<file path="src/rtl/weight_load_receiver_pkg.sv">
// rtl/weight_load_receiver_pkg.sv - shared layer codes, FSM encoding and layer-size helper
package weight_load_receiver_pkg;

  // Layer select codes carried on i_weight_layer
  localparam logic [1:0] LAYER_NONE = 2'b00;
  localparam logic [1:0] LAYER_H1   = 2'b01;
  localparam logic [1:0] LAYER_H2   = 2'b10;
  localparam logic [1:0] LAYER_OUT  = 2'b11;

  // Load FSM encoding
  localparam logic [2:0] ST_IDLE    = 3'd0;
  localparam logic [2:0] ST_LOAD_L1 = 3'd1;
  localparam logic [2:0] ST_LOAD_L2 = 3'd2;
  localparam logic [2:0] ST_LOAD_L3 = 3'd3;
  localparam logic [2:0] ST_DONE    = 3'd4;

  // Words in a fully connected layer: one weight per input plus a trailing bias per node
  function automatic int unsigned layer_size(input int unsigned nodes, input int unsigned fan_in);
    return nodes * (fan_in + 1);
  endfunction

endpackage

</file>
<file path="src/rtl/weight_layer_decode.sv">
// rtl/weight_layer_decode.sv - per-layer size, write-enable and legality decode
module weight_layer_decode
  import weight_load_receiver_pkg::*;
#(
  parameter int LAYER_WIDTH                   = 2,
  parameter int WEIGHT_COUNTER_WIDTH          = 11,
  parameter int NUMBER_OF_INPUT_NODE          = 2,
  parameter int NUMBER_OF_HIDDEN_NODE_LAYER_1 = 32,
  parameter int NUMBER_OF_HIDDEN_NODE_LAYER_2 = 32,
  parameter int NUMBER_OF_OUTPUT_NODE         = 3
) (
  input  logic [LAYER_WIDTH-1:0]          layer_i,
  output logic [WEIGHT_COUNTER_WIDTH-1:0] size_o,
  output logic [2:0]                      wr_en_o,
  output logic                            legal_o
);

  localparam int unsigned L1_WORDS = layer_size(NUMBER_OF_HIDDEN_NODE_LAYER_1, NUMBER_OF_INPUT_NODE);
  localparam int unsigned L2_WORDS = layer_size(NUMBER_OF_HIDDEN_NODE_LAYER_2, NUMBER_OF_HIDDEN_NODE_LAYER_1);
  localparam int unsigned L3_WORDS = layer_size(NUMBER_OF_OUTPUT_NODE, NUMBER_OF_HIDDEN_NODE_LAYER_2);

  // Map a layer code to its word count and RAM select; code 00 selects nothing
  always_comb begin
    size_o  = '0;
    wr_en_o = 3'b000;
    legal_o = 1'b0;
    case (layer_i)
      LAYER_WIDTH'(LAYER_H1): begin
        size_o  = WEIGHT_COUNTER_WIDTH'(L1_WORDS);
        wr_en_o = 3'b001;
        legal_o = 1'b1;
      end
      LAYER_WIDTH'(LAYER_H2): begin
        size_o  = WEIGHT_COUNTER_WIDTH'(L2_WORDS);
        wr_en_o = 3'b010;
        legal_o = 1'b1;
      end
      LAYER_WIDTH'(LAYER_OUT): begin
        size_o  = WEIGHT_COUNTER_WIDTH'(L3_WORDS);
        wr_en_o = 3'b100;
        legal_o = 1'b1;
      end
      default: ;
    endcase
  end

endmodule

</file>
<file path="src/rtl/weight_load_receiver.sv">
// rtl/weight_load_receiver.sv - in-order weight stream checker and RAM write generator
module weight_load_receiver
  import weight_load_receiver_pkg::*;
#(
  parameter int DATA_WIDTH                    = 32,
  parameter int LAYER_WIDTH                   = 2,
  parameter int WEIGHT_COUNTER_WIDTH          = 11,
  parameter int NUMBER_OF_INPUT_NODE          = 2,
  parameter int NUMBER_OF_HIDDEN_NODE_LAYER_1 = 32,
  parameter int NUMBER_OF_HIDDEN_NODE_LAYER_2 = 32,
  parameter int NUMBER_OF_OUTPUT_NODE         = 3
) (
  input  logic                            clk,
  input  logic                            rst_n,
  input  logic                            i_weight_valid,
  input  logic [LAYER_WIDTH-1:0]          i_weight_layer,
  input  logic [WEIGHT_COUNTER_WIDTH-1:0] i_weight_addr,
  input  logic [DATA_WIDTH-1:0]           i_weight,
  output logic [2:0]                      o_wr_en,
  output logic [WEIGHT_COUNTER_WIDTH-1:0] o_wr_addr,
  output logic [DATA_WIDTH-1:0]           o_wr_data,
  output logic                            o_load_busy,
  output logic                            o_load_done,
  output logic                            o_load_error
);

  localparam int CW = WEIGHT_COUNTER_WIDTH;

  logic [2:0]            state_q, state_d;
  logic [CW-1:0]         cnt_q, cnt_d;
  logic [2:0]            wr_en_q, wr_en_d;
  logic [CW-1:0]         wr_addr_q, wr_addr_d;
  logic [DATA_WIDTH-1:0] wr_data_q, wr_data_d;
  logic                  busy_q, busy_d;
  logic                  done_q, done_d;
  logic                  err_q, err_d;

  logic [CW-1:0]          dec_size;
  logic [2:0]             dec_en;
  logic                   dec_legal;
  logic [LAYER_WIDTH-1:0] cur_layer;
  logic                   in_load;
  logic                   start_beat;
  logic                   seq_beat;
  logic [CW-1:0]          cnt_inc;

  weight_layer_decode #(
    .LAYER_WIDTH                   (LAYER_WIDTH),
    .WEIGHT_COUNTER_WIDTH          (WEIGHT_COUNTER_WIDTH),
    .NUMBER_OF_INPUT_NODE          (NUMBER_OF_INPUT_NODE),
    .NUMBER_OF_HIDDEN_NODE_LAYER_1 (NUMBER_OF_HIDDEN_NODE_LAYER_1),
    .NUMBER_OF_HIDDEN_NODE_LAYER_2 (NUMBER_OF_HIDDEN_NODE_LAYER_2),
    .NUMBER_OF_OUTPUT_NODE         (NUMBER_OF_OUTPUT_NODE)
  ) u_decode (
    .layer_i (i_weight_layer),
    .size_o  (dec_size),
    .wr_en_o (dec_en),
    .legal_o (dec_legal)
  );

  // Layer code the FSM is currently waiting for (00 outside a load)
  always_comb begin
    cur_layer = LAYER_WIDTH'(LAYER_NONE);
    case (state_q)
      ST_LOAD_L1: cur_layer = LAYER_WIDTH'(LAYER_H1);
      ST_LOAD_L2: cur_layer = LAYER_WIDTH'(LAYER_H2);
      ST_LOAD_L3: cur_layer = LAYER_WIDTH'(LAYER_OUT);
      default:    ;
    endcase
  end

  assign in_load = (state_q == ST_LOAD_L1) || (state_q == ST_LOAD_L2) || (state_q == ST_LOAD_L3);
  assign cnt_inc = cnt_q + CW'(1);

  // A (H1, 0) beat always (re)starts; inside a load it only counts as in-order if the counter matches
  assign start_beat = i_weight_valid && (i_weight_layer == LAYER_WIDTH'(LAYER_H1)) && (i_weight_addr == '0)
                      && !(in_load && (i_weight_layer == cur_layer) && (cnt_q == '0));
  assign seq_beat   = i_weight_valid && in_load && dec_legal && (i_weight_layer == cur_layer)
                      && (i_weight_addr == cnt_q) && (cnt_q < dec_size);

  // Next-state: accept/restart/reject decision, counter advance and layer stepping
  always_comb begin
    state_d   = state_q;
    cnt_d     = cnt_q;
    busy_d    = busy_q;
    done_d    = done_q;
    err_d     = err_q;
    wr_en_d   = 3'b000;
    wr_addr_d = wr_addr_q;
    wr_data_d = wr_data_q;
    if (start_beat) begin
      state_d   = ST_LOAD_L1;
      cnt_d     = CW'(1);
      busy_d    = 1'b1;
      done_d    = 1'b0;
      err_d     = in_load;
      wr_en_d   = dec_en;
      wr_addr_d = i_weight_addr;
      wr_data_d = i_weight;
    end else if (seq_beat) begin
      wr_en_d   = dec_en;
      wr_addr_d = i_weight_addr;
      wr_data_d = i_weight;
      if (cnt_inc == dec_size) begin
        cnt_d = '0;
        case (state_q)
          ST_LOAD_L1: state_d = ST_LOAD_L2;
          ST_LOAD_L2: state_d = ST_LOAD_L3;
          ST_LOAD_L3: begin
            state_d = ST_DONE;
            done_d  = 1'b1;
            busy_d  = 1'b0;
          end
          default: ;
        endcase
      end else begin
        cnt_d = cnt_inc;
      end
    end else if (i_weight_valid) begin
      err_d = 1'b1;
    end
  end

  // State registers; rst_n is active-high here
  always_ff @(posedge clk) begin
    if (rst_n) begin
      state_q   <= ST_IDLE;
      cnt_q     <= '0;
      wr_en_q   <= 3'b000;
      wr_addr_q <= '0;
      wr_data_q <= '0;
      busy_q    <= 1'b0;
      done_q    <= 1'b0;
      err_q     <= 1'b0;
    end else begin
      state_q   <= state_d;
      cnt_q     <= cnt_d;
      wr_en_q   <= wr_en_d;
      wr_addr_q <= wr_addr_d;
      wr_data_q <= wr_data_d;
      busy_q    <= busy_d;
      done_q    <= done_d;
      err_q     <= err_d;
    end
  end

  assign o_wr_en      = wr_en_q;
  assign o_wr_addr    = wr_addr_q;
  assign o_wr_data    = wr_data_q;
  assign o_load_busy  = busy_q;
  assign o_load_done  = done_q;
  assign o_load_error = err_q;

endmodule

</file>
<file path="config.mk">
export PLATFORM = sky130hd
export DESIGN_NAME = weight_load_receiver
export DESIGN_NICKNAME = d
export VERILOG_FILES = /design/src/rtl/weight_load_receiver_pkg.sv /design/src/rtl/weight_layer_decode.sv /design/src/rtl/weight_load_receiver.sv
export SDC_FILE = /design/constraint.sdc
export NUM_CORES = 1
export LEC_CHECK = 0
export CORE_MARGIN = 2
export CORE_UTILIZATION = 50
export CTS_CLUSTER_DIAMETER = 150
export DETAILED_ROUTE_END_ITERATION = 6
export PLACE_DENSITY = 0.94
export SETUP_SLACK_MARGIN = 0.02
export SLEW_MARGIN = 0
export SYNTH_ARGS = -nofsm -noshare
export SYNTH_HDL_FRONTEND = slang
export SYNTH_SLANG_ARGS = --single-unit
</file>
<file path="constraint.sdc">
create_clock -name clk -period 6.6 [get_ports clk]
set_clock_uncertainty 0.1 [all_clocks]
set_input_delay 0.99 -clock clk [delete_from_list [all_inputs] [get_ports clk]]
set_output_delay 0.99 -clock clk [all_outputs]
set_load 0.005 [all_outputs]
</file>
# Word-level counts from Yosys, hierarchy flattened
# Index checks and enable logic that the tools add are counted.
[word_totals]
word_cells = 74
output_inout_bits = 49
ff_bits = 63
in_bits = 48
[classes]
n_mux = 24
order_cmp = 1
addsub = 1
n_eq_ne = 10
n_reduce_logical = 28
[ops]
columns = ["operator", "count"]
rows = [
  ["$mux W32", 2],
  ["$mux W11", 3],
  ["$pmux W11 S3", 1],
  ["$eq A11 B11 Y1", 2],
  ["$logic_not A11 Y1", 2],
  ["$pmux W3 S3", 2],
  ["$mux W1", 13],
  ["$reduce_and A3 Y1", 4],
  ["$add A11 B1 Y11 const B", 1],
  ["$lt A11 B11 Y1", 1],
  ["$logic_and A1 B1 Y1", 10],
  ["$reduce_bool A2 Y1", 4],
  ["$eq A3 B2 Y1 const B", 2],
  ["$mux W3", 2],
  ["$pmux W2 S3", 1],
  ["$eq A2 B2 Y1 const B", 2],
  ["$reduce_bool A4 Y1", 1],
  ["$eq A3 B1 Y1 const B", 1],
  ["$reduce_bool A3 Y1", 1],
  ["$reduce_or A3 Y1", 1],
  ["$eq A2 B1 Y1 const B", 1],
  ["$eq A2 B2 Y1", 1],
  ["$logic_or A1 B1 Y1", 2],
  ["$ne A2 B2 Y1 const B", 1],
  ["3 further kinds", 3],
]

# Logic depth before layout (Yosys ltp)
[logic_depth]
ltp_word = 10
mapped_depth = 13

# Hierarchy
# Synthesis repeated with hierarchy kept, for this count alone.
[unflattened]
cells_unflattened = 387
area_unflattened_um2 = 3419.5
[by_module_without_submodules]
columns = ["module", "area_per_inst_um2", "cells_per_inst", "n_inst"]
rows = [
  ["weight_load_receiver", 3308.2, 371, 1],
  ["weight_layer_decode", 111.4, 16, 1],
]

# Worst setup path after synthesis
# No wires, ideal clock.
[synth_path]
path_type = "input port to flip-flop"
start = "in i_weight_layer[0]"
end = "reg wr_addr_q[10], in the netlist o_wr_addr[10]"
arrival_time_ns = 3.007
slack_ns = 3.361
setup_ns = 0.132
path_buffers = 3
path_stages = 11
cell_sequence = "buf_4 > nand2b_1 > ha_1 > or4b_1 > nor4_2 > and3_1 > nor2b_1 > buf_2 > clkbuf_1 > nand2_1 > a21oi_1"
[synth_between]
elab_chain_len = 8
[synth_rtl]
columns = ["element", "line_no", "source"]
rows = [
  ["start: declaration", "weight_load_receiver.sv:16", "input logic [LAYER_WIDTH-1:0] i_weight_layer,"],
  ["branches (longest 8 deep; another with $lt A11 B11 Y1)", "n/a", ""],
  ["end signal: assignment", "weight_load_receiver.sv:139", "wr_addr_q <= wr_addr_d;"],
  ["end: declaration", "weight_load_receiver.sv:32", "logic [CW-1:0] wr_addr_q, wr_addr_d;"],
]
# Parallel ways; which one is timed is not known.
# A chain may end at the register's enable or synchronous reset.

# Worst setup path after layout
[layout_path]
start = "in i_weight_layer[1]"
end = "reg wr_data_q[7], in the netlist o_wr_data[7]"
[layout_between]
elab_chain_len = 8
[layout_rtl]
columns = ["element", "line_no", "source"]
rows = [
  ["branches (longest 8 deep; another with $lt A11 B11 Y1)", "n/a", ""],
  ["end signal: assignment", "weight_load_receiver.sv:140", "wr_data_q <= wr_data_d;"],
  ["end: declaration", "weight_load_receiver.sv:33", "logic [DATA_WIDTH-1:0] wr_data_q, wr_data_d;"],
]
# Parallel ways; which one is timed is not known.

==> run metrics <==
Clk pwr share 0.432; gr ovfl total 0; hold path start o_wr_data[30]; status completed; Setup crit end kind flop; worst r2r src cnt_q[10]; postcts setup bufs 0; leakage power figure roughly 0.0014 uW; DP HPWL between 5000 and 6000 um; Worst EP arrival ~4.2 ns; most frequent cell after synthesis nand2_1; critical path type primary input to flop; Hold Path End o_wr_data[30]; ys flop type dfxtp_1; worst slew pin tran 0.902 ns; R2R depth 8; switching pwr 178 uW; Routed Wire Length just over 8000 um; Setup TNS Final 0 ns; cell taking the most area after synthesis dfxtp_1; Clock Latency Late Sink approximately 0.34 ns; Die X a little over 80 um; GPL Wtd Cong between 0.9 and 1; Net Sw Frac 0.233; R2R Setup Slk ~3.6 ns; CORE AREA roughly 5800 sq um; final core occ 0.697; CTS tree yes; Final Critical Period approximately 4.1 ns; Register Area between 1000 and 1500 sq um; Mapped Area about 3000 sq um; row count 28; initial DRC count ~190; mean post-synth cell area around 7.9 sq um; die footprint roughly 6600 sq um; num ports 97; Post-synth EDFFs 0; fin nets a little over 500; Final Hold Fails 0; Hold Path Cell Cnt 2; Comb power frac 0.071; first-pass GRT wire length approximately 13000 um; largest net degree at the start of global routing 52; crit path launch type primary input; synth cell count leaders nand2_1, dfxtp_1, a21oi_1; Synth Instances approximately 380; Synth Warn # 0; initial core utilization 0.511; Max Clk Rate 0.246 GHz; Max IR drop VDD between 100 and 150 uV; Multi-input gate area 1510 sq um; DRC errors left 0; CTS H-Tree Depth 3; required time of the critical path roughly 6.8 ns; Final setup viols 0; RSZ-0062 raised after global routing no; Layout area overhead 36.4%; area share of the largest cell type after synthesis 0.424; CTS buffer count 9; hold buffers post-CTS 0; main area contributors after synthesis dfxtp_1, nand2_1, a21oi_1; worst hold path type flop to flop; cells resized by post-CTS repair 0; gr usage total 0.250; initial antenna violation count 0; PD cells around 190 nW/um^2; Die H ~80 um; synth unique cells 42; post-route ant nets 0; post-synthesis register bit count between 60 and 70; Slew Limit Fails 0; WL per Instance between 15 and 20 um; # fillers between 400 and 500; Crit Path Max Fanout 43; Seq pwr share 0.497; n_diodes 0; CTS Buffer Depth 2; FFs w/ async S/R, synth 0; P_int around 600 uW; max_slew headroom 0.399; CTS sink count 63; number of global-route vias before repair 2680; Vias slightly below 3000; crit path from i_weight_layer[1]; max_cap viols 0; PortBufs between 90 and 100; layout cells sized above 1 0.0543; Syn Nets 432; Via density ~5.5; Period Utilization, post-route 0.617; FF-to-FF End o_wr_data[7]; post-synthesis sequential area ratio 0.424; first drt pass iteration count 4; Clock transition at path regs 0.07 ns; Root Buffer clkbuf_8
-- kinds of logic (layout without fill, tap and decap cells) --
group                    count (synthesis)  count (layout)  synth area share
AO/OA/AOI/OAI                           72              72             0.136
multiplexers                             3               3            0.0101
adder cells (fa/ha/maj)                  7               7            0.0295
flip-flops                              63              63             0.424
XOR/XNOR                                21              21            0.0619
buffers and inverters                   38             121            0.0699
AND/OR/NAND/NOR                        173             173             0.269
-- area by class of cell --
class                      count  share of cell area
multi-input combinational    276               0.371
sequential                    63               0.311
timing repair buffer          98               0.239
clock buffer                   9              0.0305
tap                           75              0.0231
clock inverter                 7              0.0179
inverter                       7             0.00648
-- layout by cell type, fill, tap and decap left out, types with 2 or more instances in the layout --
cell | netlist | routed
a21oi_1 | 52 | 52
a31oi_1 | 5 | 5
a41oi_1 | 2 | 2
and3_1 | 3 | 3
buf_4 | 3 | 2
clkbuf_8 | 0 | 9
clkdlybuf4s50_1 | 0 | 95
clkinv_2 | 0 | 2
clkinvlp_4 | 0 | 2
dfxtp_1 | 63 | 63
ha_1 | 7 | 7
inv_1 | 7 | 7
mux2i_1 | 3 | 3
nand2_1 | 100 | 100
nand2b_1 | 8 | 8
nand3_1 | 11 | 11
nand4_1 | 4 | 4
nor2_1 | 16 | 16
nor2b_1 | 3 | 2
nor3_1 | 10 | 10
nor4_1 | 4 | 4
nor4b_1 | 2 | 2
o21ai_0 | 5 | 5
o21ba_2 | 2 | 2
or3_1 | 2 | 2
xnor2_1 | 16 | 16
xor2_1 | 5 | 5
-- metrics by stage --
stage               instances  hold slack, ns  instance area [sq um]  power (uW)  worst slack [ns]
finish                    535           0.352                   4060         765              2.53
global route              535           0.367                   4060         793              2.30
CTS                       535           0.352                   4060         769              2.54
detailed placement        519           0.343                   3860         442              2.27
global placement          519           0.337                   3860         443              2.44
floorplan                 377           0.348                   2970         408              3.36
-- layer usage --
metal  part of all wire  GRT usage
met1               0.41      0.307
met4              0.024     0.0864
met2               0.48      0.419
met3              0.085     0.0700
met5                  0          0
-- power by group through the flow --
stage               clock, uW  combinational [uW]  sequential (uW)
finish                    331                54.3              381
global route              355                58.1              380
CTS                       335                54.0              381
detailed placement          0                53.1              389
global placement            0                53.2              389
floorplan                   0                18.8              389
-- worst max path at each step --
stage	end	cells past startpoint	slack, ns
floorplan	o_wr_addr[10]	11	3.36
global placement	o_wr_data[18]	10	2.44
detailed placement	o_wr_data[18]	10	2.27
CTS	o_wr_data[7]	10	2.54
global route	o_wr_data[7]	10	2.30
finish	o_wr_data[7]	10	2.53
-- registers in the layout, indices dropped and copies added, names as in the netlist --
signal,flops
cnt_q,11
o_load_busy,1
o_load_done,1
o_load_error,1
o_wr_addr,11
o_wr_data,32
o_wr_en,3
state_q,3
-- worst max-delay path: stages --
cell and delay (ns):
clkdlybuf4s50_1 0.66, nand2b_1 0.17, ha_1 0.20, or4b_1 0.53, nor4_2 0.30, and3_1 0.46, nand2b_1 0.17, buf_4 0.38
nand2_1 0.13, a21oi_1 0.22
Note: power is estimated with default switching activity, not from simulation.
